File: config.mk
export PLATFORM = sky130hd
export DESIGN_NAME = freq_divider_bank_flat
export DESIGN_NICKNAME = d
export VERILOG_FILES = /design/src/rtl/freq_divider_bank_pkg.sv /design/src/rtl/freq_divider_bank_if.sv /design/src/rtl/freq_divider_bank_cell.sv /design/src/rtl/freq_divider_bank.sv /design/src/flat_wrapper.sv
export SDC_FILE = /design/constraint.sdc
export NUM_CORES = 1
export LEC_CHECK = 0
export BUFFER_PORTS_ARGS = -buffer_cell sky130_fd_sc_hd__buf_2
export CORE_AREA = 2 2 89 91
export CTS_CLUSTER_DIAMETER = 120
export DETAILED_ROUTE_END_ITERATION = 10
export DIE_AREA = 0 0 91 93
export HOLD_SLACK_MARGIN = 0.15
export PLACE_DENSITY = 0.79
export SYNTH_ARGS = -nofsm -noshare
export SYNTH_HDL_FRONTEND = slang
export SYNTH_HIERARCHICAL = 1
export SYNTH_SLANG_ARGS = --single-unit
export TNS_END_PERCENT = 30
File: constraint.sdc
create_clock -name clk -period 3.8 [get_ports clk]
set_clock_uncertainty 0.05 [all_clocks]
set_input_delay 0.76 -clock clk [delete_from_list [all_inputs] [get_ports clk]]
set_output_delay 0.76 -clock clk [all_outputs]
set_load 0.005 [all_outputs]
File: src/rtl/freq_divider_bank_pkg.sv
// Shared constants and helpers for the frequency divider bank.
//   NUM_CH_DEF / CNT_W_DEF : default channel count and counter width
//   RST_PHASE_LEN          : length in clk of the rst_phase pulse after resync
//   ch_w()                 : channel index width for a given channel count
package freq_div_pkg;

  localparam int NUM_CH_DEF    = 4;
  localparam int CNT_W_DEF     = 8;
  localparam int RST_PHASE_LEN = 2;

  function automatic int ch_w(input int n);
    return (n <= 1) ? 1 : $clog2(n);
  endfunction

endpackage

File: src/rtl/freq_divider_bank_if.sv
// Divisor register write bus of the frequency divider bank.
//   wr_en   : write strobe, one clk wide
//   wr_ch   : addressed channel
//   wr_data : new divisor value
// master drives the bus (software side), slave is the divider bank.
interface freq_divider_bank_if
  import freq_div_pkg::*;
#(
  parameter int CH_W  = ch_w(NUM_CH_DEF),
  parameter int CNT_W = CNT_W_DEF
);
  logic             wr_en;
  logic [CH_W-1:0]  wr_ch;
  logic [CNT_W-1:0] wr_data;

  modport master (output wr_en, wr_ch, wr_data);
  modport slave  (input  wr_en, wr_ch, wr_data);
endinterface

File: src/rtl/freq_divider_bank_cell.sv
// One CNT_W down-counter slice of the divider bank.
//   load_i/load_val_i : synchronous load, wins over decrement
//   dec_en_i          : counting tick for this slice
//   borrow_in_i       : 1 for a standalone/low slice, low slice borrow for a high slice
//   borrow_out_o      : slice is at zero while decrementing (underflow / carry to high)
// Decrement wraps through zero; the parent decides whether a zero tick reloads.
module freq_div_cell #(
  parameter int CNT_W = 8
) (
  input  logic             clk,
  input  logic             rst_n,
  input  logic             load_i,
  input  logic [CNT_W-1:0] load_val_i,
  input  logic             dec_en_i,
  input  logic             borrow_in_i,
  output logic             borrow_out_o
);

  logic [CNT_W-1:0] cnt_q, cnt_d;
  logic             dec;

  assign dec          = dec_en_i & borrow_in_i;
  assign borrow_out_o = dec & (cnt_q == '0);

  always_comb begin
    cnt_d = cnt_q;
    if (load_i)   cnt_d = load_val_i;
    else if (dec) cnt_d = cnt_q - CNT_W'(1);
  end

  always_ff @(posedge clk or negedge rst_n) begin
    if (!rst_n) cnt_q <= '0;
    else        cnt_q <= cnt_d;
  end

endmodule

File: src/rtl/freq_divider_bank.sv
// Bank of NUM_CH programmable dividers; each emits a one-clk timer pulse every
// div+1 ticks of its selected strobe. Channel pairs (2p,2p+1) can be chained
// into one 2*CNT_W divider.
//   clk, rst_n              : clock, async active-low reset
//   tick_base_i/tick_fast_i : clock source strobes
//   fast_sel_i, ch_en_i     : per-channel source select and enable
//   link_i                  : per-pair chaining
//   oneshot_i               : channel stops (active=0) after first underflow
//   resync_i                : reload all counters from div, re-arm all
//   wr                      : divisor write bus (slave)
//   timer_o, active_o       : registered underflow pulses, armed flags
//   rst_phase_o             : RST_PHASE_LEN-clk pulse after resync
module freq_divider_bank
  import freq_div_pkg::*;
#(
  parameter int NUM_CH = NUM_CH_DEF,
  parameter int CNT_W  = CNT_W_DEF,
  parameter int CH_W   = ch_w(NUM_CH)
) (
  input  logic                  clk,
  input  logic                  rst_n,
  input  logic                  tick_base_i,
  input  logic                  tick_fast_i,
  input  logic [NUM_CH-1:0]     fast_sel_i,
  input  logic [NUM_CH/2-1:0]   link_i,
  input  logic [NUM_CH-1:0]     oneshot_i,
  input  logic [NUM_CH-1:0]     ch_en_i,
  input  logic                  resync_i,
  freq_divider_bank_if.slave    wr,
  output logic [NUM_CH-1:0]     timer_o,
  output logic [NUM_CH-1:0]     active_o,
  output logic                  rst_phase_o
);

  localparam int PH_W = $clog2(RST_PHASE_LEN + 1);

  logic [NUM_CH-1:0][CNT_W-1:0] div_q;
  logic [NUM_CH-1:0]            timer_q, timer_d, active_q, active_d;
  logic [PH_W-1:0]              ph_q, ph_d;
  logic [NUM_CH-1:0]            src, wr_hit, stopped, uf, act_set;

  assign src     = (fast_sel_i & {NUM_CH{tick_fast_i}}) | (~fast_sel_i & {NUM_CH{tick_base_i}});
  assign stopped = oneshot_i & ~active_q;

  for (genvar i = 0; i < NUM_CH; i++) begin : g_hit
    assign wr_hit[i] = wr.wr_en & (wr.wr_ch == CH_W'(i));
  end

  for (genvar p = 0; p < NUM_CH/2; p++) begin : g_pair
    localparam int LO = 2*p;
    localparam int HI = 2*p + 1;
    logic lnk, en_lo, en_hi, rearm_pair, rearm_lo, rearm_hi, bo_lo, bo_hi;

    assign lnk   = link_i[p];
    // A linked pair runs off the low channel's source/enable and the high channel's active.
    assign en_lo = src[LO] & ch_en_i[LO] & (lnk ? active_q[HI] : active_q[LO]);
    assign en_hi = src[HI] & ch_en_i[HI] & active_q[HI];

    // A stopped linked pair is re-armed by a write to either half; the written
    // half takes the new value, the other half its current divisor.
    assign rearm_pair = (wr_hit[LO] | wr_hit[HI]) & stopped[HI];
    assign rearm_lo   = lnk ? rearm_pair : (wr_hit[LO] & stopped[LO]);
    assign rearm_hi   = lnk ? rearm_pair : (wr_hit[HI] & stopped[HI]);

    // Reload values come from div_q, i.e. the divisor before any same-cycle write.
    freq_div_cell #(.CNT_W(CNT_W)) u_lo (
      .clk          (clk),
      .rst_n        (rst_n),
      .load_i       (resync_i | rearm_lo | (lnk ? bo_hi : bo_lo)),
      .load_val_i   ((rearm_lo & wr_hit[LO] & ~resync_i) ? wr.wr_data : div_q[LO]),
      .dec_en_i     (en_lo),
      .borrow_in_i  (1'b1),
      .borrow_out_o (bo_lo)
    );

    freq_div_cell #(.CNT_W(CNT_W)) u_hi (
      .clk          (clk),
      .rst_n        (rst_n),
      .load_i       (resync_i | rearm_hi | bo_hi),
      .load_val_i   ((rearm_hi & wr_hit[HI] & ~resync_i) ? wr.wr_data : div_q[HI]),
      .dec_en_i     (lnk ? en_lo : en_hi),
      .borrow_in_i  (lnk ? bo_lo : 1'b1),
      .borrow_out_o (bo_hi)
    );

    // When linked, bo_hi is the whole-pair underflow.
    assign uf[LO]       = ~lnk & bo_lo;
    assign uf[HI]       = bo_hi;
    assign act_set[LO]  = ~lnk & rearm_lo;
    assign act_set[HI]  = rearm_hi;
    assign active_o[LO] = lnk ? active_q[HI] : active_q[LO];
    assign active_o[HI] = active_q[HI];
  end

  always_comb begin
    timer_d  = resync_i ? '0 : uf;
    active_d = resync_i ? '1 : ((active_q | act_set) & ~(uf & oneshot_i));
    ph_d     = ph_q;
    if (resync_i)        ph_d = PH_W'(RST_PHASE_LEN);
    else if (ph_q != '0) ph_d = ph_q - PH_W'(1);
  end

  always_ff @(posedge clk or negedge rst_n) begin
    if (!rst_n) begin
      div_q    <= '0;
      timer_q  <= '0;
      active_q <= '1;
      ph_q     <= '0;
    end else begin
      if (wr.wr_en) div_q[wr.wr_ch] <= wr.wr_data;
      timer_q  <= timer_d;
      active_q <= active_d;
      ph_q     <= ph_d;
    end
  end

  assign timer_o     = timer_q;
  assign rst_phase_o = (ph_q != '0);

endmodule

File: src/flat_wrapper.sv
// flat-port wrapper written by rule: the top's interface ports become plain ports
module freq_divider_bank_flat import freq_div_pkg::*;
#(
  parameter int NUM_CH = NUM_CH_DEF,
  parameter int CNT_W  = CNT_W_DEF,
  parameter int CH_W   = ch_w(NUM_CH)
)
  (clk, rst_n, tick_base_i, tick_fast_i, fast_sel_i, link_i, oneshot_i, ch_en_i, resync_i, timer_o, active_o, rst_phase_o, wr_wr_en, wr_wr_ch, wr_wr_data);
  freq_divider_bank_if #(.CH_W(CH_W), .CNT_W(CNT_W)) wr_i ();
  input  logic clk;
  input  logic rst_n;
  input  logic tick_base_i;
  input  logic tick_fast_i;
  input  logic [NUM_CH-1:0] fast_sel_i;
  input  logic [NUM_CH/2-1:0] link_i;
  input  logic [NUM_CH-1:0] oneshot_i;
  input  logic [NUM_CH-1:0] ch_en_i;
  input  logic resync_i;
  output logic [NUM_CH-1:0] timer_o;
  output logic [NUM_CH-1:0] active_o;
  output logic rst_phase_o;
  input wire logic [$bits(wr_i.wr_en)-1:0] wr_wr_en;
  input wire logic [$bits(wr_i.wr_ch)-1:0] wr_wr_ch;
  input wire logic [$bits(wr_i.wr_data)-1:0] wr_wr_data;
  assign wr_i.wr_en = wr_wr_en;
  assign wr_i.wr_ch = wr_wr_ch;
  assign wr_i.wr_data = wr_wr_data;
  freq_divider_bank #(.NUM_CH(NUM_CH), .CNT_W(CNT_W), .CH_W(CH_W)) u_core (.clk(clk), .rst_n(rst_n), .tick_base_i(tick_base_i), .tick_fast_i(tick_fast_i), .fast_sel_i(fast_sel_i), .link_i(link_i), .oneshot_i(oneshot_i), .ch_en_i(ch_en_i), .resync_i(resync_i), .wr(wr_i), .timer_o(timer_o), .active_o(active_o), .rst_phase_o(rst_phase_o));
endmodule
==> impl_metrics.env <==
export IMPL_grt_util_met3_pct=5.32
export IMPL_finalWeightedCongestion=0.930
export IMPL_syn_inst=413
export IMPL_synth_top_area_share_pct=39.7
export IMPL_status="completed"
export IMPL_final_area_um2=5000
export IMPL_avgRoutedWirePerCell_um=16.7
export IMPL_cts_tree="yes"
export IMPL_yosys_area_top_type="dfrtp_1"
export IMPL_final_nets=510
export IMPL_synth_cell_types=51
export IMPL_fin_crit_ps=3450
export IMPL_dieArea_um2=8460
export IMPL_fmax_ghz=0.290
export IMPL_synth_flop_cell="dfrtp_1"
export IMPL_diodes=0
export IMPL_finalSetupTns_ps=0
export IMPL_slew_headroom_pct=38.8
export IMPL_antenna_left=0
export IMPL_r2r_slack_ps=400
export IMPL_hpwl_mm=6.85
export IMPL_drt_total_wl_mm=9.65
export IMPL_cts_resized=0
export IMPL_crit_arrival_ps=3620
export IMPL_grt_pass1_vias=3467
export IMPL_hp_class="reg2reg"
export IMPL_grtUsageTotal_pct=24.1
export IMPL_period_share_pct=90.8
export IMPL_crit_required_ps=3970
export IMPL_syn_area_um2=4410
export IMPL_ys_ff_latch=74
export IMPL_startpoint_type="input port"
export IMPL_ys_top_cells_by_count="70 x dfrtp_1, 54 x mux2_2, 30 x nand2_1"
export IMPL_post_cts_setup_buffer_count=0
export IMPL_use_met2_pct=41.3
export IMPL_netlist_top_cells_area="dfrtp_1 40%, mux2_2 14%, mux2_4 5.4%, ha_1 2.6%, nand2_1 2.6%"
export IMPL_grt_pass1_wl_mm=16.1
export IMPL_nFillCells=608
export IMPL_port_buffers=38
export IMPL_vias=3406
export IMPL_end_kind="register"
export IMPL_drc=0
export IMPL_num_rows=32
export IMPL_path_class="in2reg"
export IMPL_vdd_ir_drop_max_mv=0.246
export IMPL_hold_buffers=0
export IMPL_placed_area_um2=4790
export IMPL_synth_enable_flop_cells=0
export IMPL_antenna_found_initial=0
export IMPL_cts_made_buffers=9
export IMPL_setup_viol=0
export IMPL_area_delta_synth_final_pct=13.4
export IMPL_ys_seq_area_share_pct=42.1
export IMPL_drive_above_1_share_pct=32.4
export IMPL_drtPass1Iterations=4
export IMPL_yosysMostFrequentCell="dfrtp_1"
export IMPL_cap_violations=0
export IMPL_cts_buffer_depth=2
export IMPL_rsz0062_at_grt="false"
export IMPL_start_util_pct=58.6
export IMPL_synth_avg_cell_area_um2=10.7
export IMPL_hold_viol_final=0
export IMPL_root_buffer="clkbuf_8"
export IMPL_worstMarginPinSlew_ps=919
export IMPL_p_per_area_nw_per_um2=459
export IMPL_grt_max_degree=75
export IMPL_ys_warnings_count=6
export IMPL_core_area_um2=7530
export IMPL_die_height_um=93
export IMPL_slew_violations=0
export IMPL_drt_iter0_markers=168
export IMPL_power_leakage_uw=0.00226
export IMPL_chipWidth_um=91
export IMPL_grt_busiest_layer="met2"
export IMPL_grt_ovfl_total=0
export IMPL_async_reset_ff_share_pct=100
export IMPL_post_drt_via_cell_ratio=5.89
export IMPL_clk_pin_slew_worst_paths_ps=80
export IMPL_met1_usage_pct=29.8
export IMPL_ioPinCount=39
export IMPL_cts_sinks=74
export IMPL_clk_latency_ps=350
export IMPL_h_tree_depth=3
export IMPL_cp_max_fo=8
[metrics by stage]
step,total power (µW),util [%],hold WS [ps],setup WS [ps],instances
floorplan,1470,-,414,136,424
global placement,1610,63.7,431,237,562
detailed placement,1640,63.7,438,56.0,562
CTS,2310,66.5,457,406,578
global route,2440,66.5,471,144,578
finish,2300,66.5,453,350,578
[where the power goes]
| group | total (µW) | switching [µW] | internal (µW) |
|---|---|---|---|
| Clock | 661 | 294 | 367 |
| Sequential | 1060 | 122 | 933 |
| Combinational | 582 | 279 | 304 |
[logic make-up after synthesis]
logic type / share of synthesized area (%)
flip-flops: 42.1
other: 0.0850
AO/OA/AOI/OAI: 10.5
buffers and inverters: 3.69
XOR/XNOR: 1.79
multiplexers: 19.4
adder cells (fa/ha/maj): 2.55
AND/OR/NAND/NOR: 19.8
[state kept, by name, indices dropped and copies added, names as in the netlist]
signal	flops
u_core/active_q	4
u_core/div_q	32
u_core/g_pair.u_hi/cnt_q	16
u_core/g_pair.u_lo/cnt_q	16
u_core/ph_q	2
u_core/timer_o	4
[per-layer routing]
| metal | up-vias | part of all wire (%) |
|---|---|---|
| met3 | 15 | 4.4 |
| met2 | 97 | 51 |
| met5 | - | 0 |
| met4 | 0 | 1.9 |
| met1 | 1663 | 43 |
| li1 | 1631 | - |
[worst max-delay path, cell delays in order]
cell      delay (ps)
buf_2            140
mux2_2           230
and3_1           290
nand3b_2         180
nor3_1           320
nand2b_1         200
nand3b_2         160
nor3_1           360
nor4_1            90
a21oi_1          270
inv_1            180
o311a_2          160
a221o_1          280
[placed cells by master, fill, tap and decap left out, types with 5 or more instances in the layout]
cell type	synthesis	layout
dfrtp_1	70	70
mux2_2	54	54
buf_2	1	37
nand2_1	30	30
inv_1	25	25
nor2_1	24	24
nand3_1	21	21
mux2_4	16	16
nor3_1	14	14
conb_1	1	12
buf_4	2	10
o21ai_0	10	10
clkbuf_8	0	9
ha_1	9	9
o311ai_0	8	8
nand4_1	8	8
a21oi_1	7	7
nand4b_1	5	5
nand3b_1	5	5
a211o_1	5	5
and3b_1	5	5
nor4_1	5	5
a311oi_1	5	5
xor2_1	5	5
[worst paths after layout]
kind                                                   start                                          to  cells past startpoint
worst max-delay path                               link_i[0]  u_core/g_pair[0].u_lo/cnt_q[3]$_DFFE_PN0P_                     13
worst min-delay path             u_core/div_q[9]$_DFFE_PN0N_                 u_core/div_q[9]$_DFFE_PN0N_                      1
worst max register to register  u_core/active_q[1]$_DFF_PN1_  u_core/g_pair[0].u_lo/cnt_q[3]$_DFFE_PN0P_                     12
max in group asynchronous                              rst_n                u_core/div_q[12]$_DFFE_PN0N_                      1
worst min register to register   u_core/div_q[9]$_DFFE_PN0N_                 u_core/div_q[9]$_DFFE_PN0N_                      1
min in group asynchronous                              rst_n  u_core/g_pair[1].u_hi/cnt_q[7]$_DFFE_PN0P_                      1
[final cells by class]
cell class              instances  area, µm²  area share [%]
clock inverters                 6       82.6            1.65
inverters                      25       93.8            1.88
multi-input cells             313       2430            48.7
well taps                     102        128            2.55
flip-flops and latches         74       1860            37.1
clock buffers                  10        128            2.55
repair buffers                 48        280            5.60
No activity file was read; power rests on OpenSTA's default activity.
